<file path="src/rtl/musteri_sayaci.sv">
// Customer queue counter for two service lines: four debounced push-buttons
// feed two independent saturating 2-bit waiting counts with error pulses.

module musteri_sayaci_button #(
    parameter int DEBOUNCE_CYCLES = 1_000_000
) (
    input  logic clk,
    input  logic rst_n,
    input  logic raw,
    output logic press
);
    localparam int CNT_W = (DEBOUNCE_CYCLES > 2) ? $clog2(DEBOUNCE_CYCLES) : 1;
    localparam logic [CNT_W-1:0] LAST = CNT_W'(DEBOUNCE_CYCLES - 1);

    logic             sync1;
    logic             s;
    logic             d;
    logic             d_prev;
    logic [CNT_W-1:0] cnt;

    // The level is accepted only after DEBOUNCE_CYCLES consecutive mismatching
    // samples; any agreeing sample restarts qualification from zero.
    always_ff @(posedge clk or negedge rst_n) begin
        if (!rst_n) begin
            sync1  <= 1'b0;
            s      <= 1'b0;
            d      <= 1'b0;
            d_prev <= 1'b0;
            cnt    <= '0;
        end else begin
            sync1  <= raw;
            s      <= sync1;
            d_prev <= d;
            if (s != d) begin
                if (cnt == LAST) begin
                    d   <= s;
                    cnt <= '0;
                end else begin
                    cnt <= cnt + 1'b1;
                end
            end else begin
                cnt <= '0;
            end
        end
    end

    assign press = d & ~d_prev;
endmodule

module musteri_sayaci_line (
    input  logic       clk,
    input  logic       rst_n,
    input  logic       inc,
    input  logic       dec,
    output logic [1:0] count,
    output logic       hata
);
    // Simultaneous join and leave cancel out; out-of-range requests hold the
    // count and raise a one-cycle error instead of wrapping.
    always_ff @(posedge clk or negedge rst_n) begin
        if (!rst_n) begin
            count <= 2'd0;
            hata  <= 1'b0;
        end else begin
            hata <= 1'b0;
            case ({inc, dec})
                2'b10: begin
                    if (count == 2'd3) hata <= 1'b1;
                    else               count <= count + 2'd1;
                end
                2'b01: begin
                    if (count == 2'd0) hata <= 1'b1;
                    else               count <= count - 2'd1;
                end
                default: ;
            endcase
        end
    end
endmodule

module musteri_sayaci #(
    parameter int DEBOUNCE_CYCLES = 1_000_000
) (
    input  logic       clk,
    input  logic       rst_n,
    input  logic       gel1,
    input  logic       git1,
    input  logic       gel2,
    input  logic       git2,
    output logic [1:0] musteri1,
    output logic [1:0] musteri2,
    output logic       hata1,
    output logic       hata2
);
    logic p_gel1;
    logic p_git1;
    logic p_gel2;
    logic p_git2;

    musteri_sayaci_button #(.DEBOUNCE_CYCLES(DEBOUNCE_CYCLES)) u_gel1 (
        .clk(clk), .rst_n(rst_n), .raw(gel1), .press(p_gel1)
    );
    musteri_sayaci_button #(.DEBOUNCE_CYCLES(DEBOUNCE_CYCLES)) u_git1 (
        .clk(clk), .rst_n(rst_n), .raw(git1), .press(p_git1)
    );
    musteri_sayaci_button #(.DEBOUNCE_CYCLES(DEBOUNCE_CYCLES)) u_gel2 (
        .clk(clk), .rst_n(rst_n), .raw(gel2), .press(p_gel2)
    );
    musteri_sayaci_button #(.DEBOUNCE_CYCLES(DEBOUNCE_CYCLES)) u_git2 (
        .clk(clk), .rst_n(rst_n), .raw(git2), .press(p_git2)
    );

    musteri_sayaci_line u_line1 (
        .clk(clk), .rst_n(rst_n), .inc(p_gel1), .dec(p_git1),
        .count(musteri1), .hata(hata1)
    );
    musteri_sayaci_line u_line2 (
        .clk(clk), .rst_n(rst_n), .inc(p_gel2), .dec(p_git2),
        .count(musteri2), .hata(hata2)
    );
endmodule

</file>
<file path="config.mk">
export PLATFORM = sky130hd
export DESIGN_NAME = musteri_sayaci
export DESIGN_NICKNAME = d
export VERILOG_FILES = /design/src/rtl/musteri_sayaci.sv
export SDC_FILE = /design/constraint.sdc
export NUM_CORES = 1
export LEC_CHECK = 0
export BUFFER_PORTS_ARGS = -buffer_cell sky130_fd_sc_hd__buf_4
export CORE_ASPECT_RATIO = 0.6
export CORE_MARGIN = 2
export CORE_UTILIZATION = 65
export DETAILED_ROUTE_END_ITERATION = 10
export PLACE_DENSITY = 0.94
export SLEW_MARGIN = 25
export SYNTH_ARGS = -nofsm -noshare
export SYNTH_HDL_FRONTEND = slang
export SYNTH_SLANG_ARGS = --single-unit
</file>
<file path="constraint.sdc">
create_clock -name clk -period 3.9 [get_ports clk]
set_clock_uncertainty 0.15 [all_clocks]
set_input_delay 0.585 -clock clk [delete_from_list [all_inputs] [get_ports clk]]
set_output_delay 0.585 -clock clk [all_outputs]
set_load 0.005 [all_outputs]
</file>
==> impl_metrics.ini, run 1 <==
[setup_path]
endpoint_kind = flop
path_cells = nand3_1, or4b_2, o31ai_2, buf_4, nor2_1
slowest_stage = or4b_2
cp_max_fo = 11
critical_path_class = flop to flop
required_ns = 3.98
worst_setup_path_start_kind = flop
rr_endpoint = u_gel1.cnt[14]$_DFF_PN0_
regToRegSetupSlack_ns = 1.35
arrival_ns = 2.63
timing.rr.start = u_gel1.cnt[16]$_DFF_PN0_
rr_worst_depth = 5
max_stage_delay_ns = 0.69
critPathLaunch = u_gel1.cnt[16]$_DFF_PN0_

[drt]
num_vias = 3716
drt_wl_total_mm = 10.17
drc = 0
ant_nets = 0
wl_per_cell_um = 16.67
dr.pass1.iters = 5
viasPerCell = 6.092
first_iter_violations = 341

[power]
cellPowerDensity_nw_per_um2 = 394.0
power.leakage_nw = 2.199
vdd_drop_max_uv = 311.4

[synthesis]
synth-seq-area-share_pct = 52.43
synth.avg_cell_area_um2 = 10.04
yosys.cell_types.count = 42
ys_ff_latch = 102
syn-instance-count = 485
ys_warn_count = 0
synth.cell_area_um2 = 4868
syn-num-nets = 499

[grt]
grt_usage_pct = 28.18
grt_max_degree = 72
antenna_found_initial = 0
grt_pass1_vias = 3897
grt_pass1_wl_mm = 17.99
grt_overflow = 0

[place]
hpwl_mm = 6.852
io_buffers = 11
pre_cts_slack_ns = 1.419
gp_congestion = 0.9595

[timing]
min_period_ns = 2.547
timing.final.ws_setup_ns = 1.353
post-route-period-util_pct = 65.30
finalSetupTns_ns = 0
relSlewSlack_pct = 42.00
worst_slew_pin_slew_ns = 0.8701
max_clock_freq_ghz = 0.3927
setup_viol = 0
slew_violations = 0
hold_viol_final = 0
rsz0062_at_grt = false

[floorplanning]
start_util_pct = 66.99
die_w_um = 115.7
num_rows = 24
die_y_um = 71.04
fp.coreArea_um2 = 7267
die_area_um2 = 8221
ios = 12

[cts]
clk_path_buf_depth = 2
cts_made_buffers = 9
clk_pin_slew_ns = 0.07
cts.sinks = 102
cts_root_buffer = clkbuf_16
clk_latency_ns = 0.35
cts_max_level = 3
cts_tree = built
cts_resized = 0
hold_buffers = 0
cts_setup_buffers = 0

[cells_and_area]
syn_to_final_growth_pct = 11.00
fin_nets = 515
layout_common_cells = 102 x dfrtp_1, 70 x nor2_1, 37 x xnor2_1, 30 x nand2_1, 29 x nand3_1
post-route-util_pct = 74.36
antenna_cells = 0
layout_commonest_cell = dfrtp_1
drive_above_1_share_pct = 9.684
fillers = 520

[run]
drv_cap = 0

[worst_hold_path]
holdPathEnd = u_git1.sync1$_DFF_PN0_
min_path_type = primary input to flop
hp-start = git1
hold_depth = 1

[run_status]
status = completed
==> worst max-delay path by stage <==
stage	end	cells past startpoint
6_report	u_gel1.cnt[14]$_DFF_PN0_	5
5_1_grt	u_gel1.cnt[18]$_DFF_PN0_	5
4_1_cts	u_gel1.cnt[14]$_DFF_PN0_	5
3_5_place_dp	u_gel1.cnt[14]$_DFF_PN0_	5
3_3_place_gp	u_gel1.cnt[18]$_DFF_PN0_	5
2_1_floorplan	u_git1.cnt[18]$_DFF_PN0_	6
==> final cells by class <==
type	instances	area [µm²]	share of cell area, %
clock buffers	11	252.7	4.677
repair buffers	15	112.6	2.084
well taps	104	130.1	2.408
inverters	18	67.56	1.250
clock inverters	5	81.33	1.505
flip-flops and latches	102	2552	47.23
multi-input cells	355	2207	40.84
==> kinds of logic after synthesis <==
logic type                 share of synthesized area [%]
AOI/OAI and AO/OA                                  6.785
xor gates and xnor gates                           10.07
adders and majority gates                          2.056
buffers and inverters                              2.441
DFF                                                52.43
muxes                                              1.156
and+or+nand+nor                                    25.06
==> routing by layer <==
metal  global-route usage, %  share of wire, %  vias to the layer above
met2                   44.31                49                      116
met1                   37.95                45                     1838
met4                   9.656               1.3                        0
li1                        -                 -                     1743
met3                   8.312               4.7                       19
met5                       0                 0                        -
==> state kept, by name (all words and copies together) (netlist names), 2 cells and up <==
register and flops:
u_gel1.cnt 20, u_gel2.cnt 20, u_git1.cnt 20, u_git2.cnt 20
u_line1.count 2, u_line2.count 2
==> cells in the mapped netlist (all sizes together) <==
cell type,number,area share [%]
a21bo,1,0.21
a21oi,24,2.5
a221o,1,0.21
a31oi,1,0.13
and2,1,0.13
and3,8,1.1
and4,1,0.18
buf,7,0.82
clkbuf,3,0.23
dfrtp,102,52
ha,8,2.1
inv,18,1.4
mux2,5,1.2
nand2,30,2.3
nand2b,4,0.51
nand3,30,3.3
nand4,21,3.0
nor2,70,5.4
nor2b,3,0.39
nor3,15,1.5
nor3b,1,0.15
nor4,14,1.8
nor4b,1,0.18
nor4bb,1,0.21
o21ai,13,1.3
o22ai,1,0.13
o31ai,12,2.1
o41ai,1,0.18
or2,1,0.13
or3,12,1.5
or3b,1,0.18
or4,14,2.2
or4b,4,0.82
xnor2,37,6.7
xor2,19,3.4
==> where the power goes <==
group          internal, mW  total [mW]  switching (mW)
sequential             1.07        1.08          0.0126
clock                 0.597       0.983           0.386
combinational        0.0183      0.0623          0.0440
==> critical path, delay by kind of cell, from the launching register on <==
kind / cells / cell delay [ns]
AND/OR/NAND/NOR: 3 / 0.89
AO/OA/AOI/OAI: 1 / 0.68
flip-flops: 1 / 0.41
buffers and inverters: 1 / 0.30
==> stage by stage <==
stage / hold slack, ns / power (mW) / instances / cell area (µm²)
after floorplan: 0.1394 / 1.132 / 485 / 4868
after global placement: 0.1869 / 1.163 / 594 / 5070
after detailed placement: 0.1856 / 1.168 / 594 / 5070
after CTS: 0.1829 / 2.141 / 610 / 5404
after global routing: 0.1780 / 2.198 / 610 / 5404
final: 0.1934 / 2.129 / 610 / 5404
(Power assumes the default switching activity.)
==> run 2: changes to the inputs <==
--- a/config.mk
+++ b/config.mk
@@ -8,9 +8,9 @@
 export BUFFER_PORTS_ARGS = -buffer_cell sky130_fd_sc_hd__buf_4
 export CORE_ASPECT_RATIO = 0.6
 export CORE_MARGIN = 2
-export CORE_UTILIZATION = 65
+export CORE_UTILIZATION = 62
 export DETAILED_ROUTE_END_ITERATION = 10
-export PLACE_DENSITY = 0.94
+export PLACE_DENSITY = 0.91
 export SLEW_MARGIN = 25
 export SYNTH_ARGS = -nofsm -noshare
 export SYNTH_HDL_FRONTEND = slang
==> constraint.sdc (replaced) <==
create_clock -name clk -period 2.6 [get_ports clk]
set_clock_uncertainty 0.15 [all_clocks]
set_input_delay 0.39 -clock clk [delete_from_list [all_inputs] [get_ports clk]]
set_output_delay 0.39 -clock clk [all_outputs]
set_load 0.005 [all_outputs]
==> impl_metrics.ini, run 2 (same netlist as run 1, synthesis figures left out) <==
[run_status]
status = completed

[cts]
cts_resized = 0
clk_path_buf_depth = 2
cts_root_buffer = clkbuf_16
cts_made_buffers = 9
clk_pin_slew_ns = 0.07
cts_max_level = 3
cts_tree = built
cts.sinks = 102
clk_latency_ns = 0.35

[grt]
grt_pass1_vias = 3554
grt_overflow = 0
antenna_found_initial = 0
grt_pass1_wl_mm = 16.95
grt_usage_pct = 25.42
grt_max_degree = 55

[timing]
timing.final.ws_setup_ns = 0.2564
min_period_ns = 2.344
rsz0062_at_grt = false
setup_viol = 0
hold_viol_final = 0
finalSetupTns_ns = 0
max_clock_freq_ghz = 0.4267
relSlewSlack_pct = 72.36
worst_slew_pin_slew_ns = 0.4108
post-route-period-util_pct = 90.14
slew_violations = 0

[floorplanning]
die_area_um2 = 8601
start_util_pct = 65.37
die_w_um = 118.4
die_y_um = 72.64
ios = 12
num_rows = 24
fp.coreArea_um2 = 7447

[drt]
viasPerCell = 6.104
wl_per_cell_um = 16.33
num_vias = 3772
first_iter_violations = 405
wl_met1_mm = 4.471
highest_layer = met4
wl_met2_mm = 4.634
wl_met3_um = 759
dr.pass1.iters = 5
ant_nets = 0
drc = 0
drt_wl_total_mm = 10.09

[cells_and_area]
finalInstanceArea_um2 = 5502
layout_commonest_cell = dfrtp_1
antenna_cells = 0
fin_nets = 523
drive_above_1_share_pct = 10.12
fillers = 509
fin_cells = 618
layout_common_cells = 102 x dfrtp_1, 70 x nor2_1, 37 x xnor2_1, 30 x nand2_1, 29 x nand3_1
syn_to_final_growth_pct = 13.00

[setup_path]
worst_setup_path_start_kind = flop
endpoint_kind = flop
critical_path_class = flop to flop
required_ns = 2.72
arrival_ns = 2.47
cp_max_fo = 9

[power]
intPower_mw = 2.587
power.leakage_nw = 2.235
p_clk_share_pct = 46.8
p_switching_uw = 675.0
seqPwrFrac_pct = 49.9
cellPowerDensity_nw_per_um2 = 592.9
fin_total_pwr_mw = 3.262
swShare_pct = 20.69
vdd_drop_max_uv = 663.3
combPwrFrac_pct = 3.3

[place]
place_area_um2 = 5105
pre_cts_slack_ns = 0.3625
hpwl_mm = 6.824
gp_congestion = 0.8917
io_buffers = 11
place_inst = 597

[run]
drv_cap = 0

[worst_hold_path]
min_path_type = flop to flop
run 2: cell types whose count changed in the layout (fill, tap and decap cells not counted):
| cell | before | now |
|---|---|---|
| buf_4 | 15 | 17 |
| dlygate4sd3_1 | 0 | 5 |
| inv_6 | 0 | 1 |
| clkinv_2 | 1 | 0 |
| clkbuf_8 | 2 | 0 |
| buf_12 | 0 | 1 |
| bufinv_16 | 2 | 3 |
| clkinvlp_4 | 1 | 3 |
| clkinv_4 | 1 | 0 |
run 2: power groups by stage:
| stage | registers [mW] | logic [mW] | clock network [mW] |
|---|---|---|---|
| global placement | 1.65 | 0.0965 | 0 |
| detailed placement | 1.66 | 0.101 | 0 |
| CTS | 1.63 | 0.108 | 1.55 |
| global route | 1.63 | 0.121 | 1.63 |
| floorplan | 1.65 | 0.0458 | 0 |
| finish | 1.63 | 0.107 | 1.53 |
run 2: final timing paths:
| check | from | endpoint | slack, ns | cells past startpoint |
|---|---|---|---|---|
| setup / recovery | u_git1.cnt[0]$_DFF_PN0_ | u_git1.cnt[18]$_DFF_PN0_ | 0.26 | 5 |
| max in group asynchronous | rst_n | u_git2.cnt[14]$_DFF_PN0_ | 1.32 | 3 |
| hold reg to reg | u_git2.sync1$_DFF_PN0_ | u_git2.s$_DFF_PN0_ | 0.20 | 0 |
| min in group asynchronous | rst_n | u_gel2.cnt[3]$_DFF_PN0_ | 0.32 | 2 |
| hold / removal | u_git2.sync1$_DFF_PN0_ | u_git2.s$_DFF_PN0_ | 0.20 | 0 |
| setup reg to reg | u_git1.cnt[0]$_DFF_PN0_ | u_git1.cnt[18]$_DFF_PN0_ | 0.26 | 5 |
run 2: timing repair:
item | CTS | global route
endpoints found under the hold margin | 23 | 0
buffers inserted | 0 | 0
hold buffers | 5 | 0
run 2: final cells by class:
type	count	area (µm²)	share of cell area, %
Inverter	18	67.56	1.228
Timing Repair Buffer	23	197.7	3.593
Clock inverter	7	121.4	2.206
Clock buffer	9	225.2	4.094
Tap cell	104	130.1	2.365
Multi-Input combinational cell	355	2207	40.12
Sequential cell	102	2552	46.40
run 2: per-layer routing:
layer / up-vias / global-route usage [%]
met5: - / 0
met4: 0 / 9.127
met3: 27 / 7.031
met2: 168 / 40.98
met1: 1808 / 33.89
li1: 1769 / -
run 2: worst max-delay path, stage by stage, from the launching register on:
cell and delay, ns:
dfrtp_1 0.41, ha_1 0.24, nand3_1 0.14, or4_1 0.67, or4_1 0.51, a21oi_1 0.15
run 2: metrics by stage:
step	hold slack (ns)	utilization, %
6_report	0.2030	73.87
5_1_grt	0.2161	73.87
4_1_cts	0.2006	73.87
3_5_place_dp	0.1424	68.55
3_3_place_gp	0.1380	68.55
2_1_floorplan	-0.05559	-
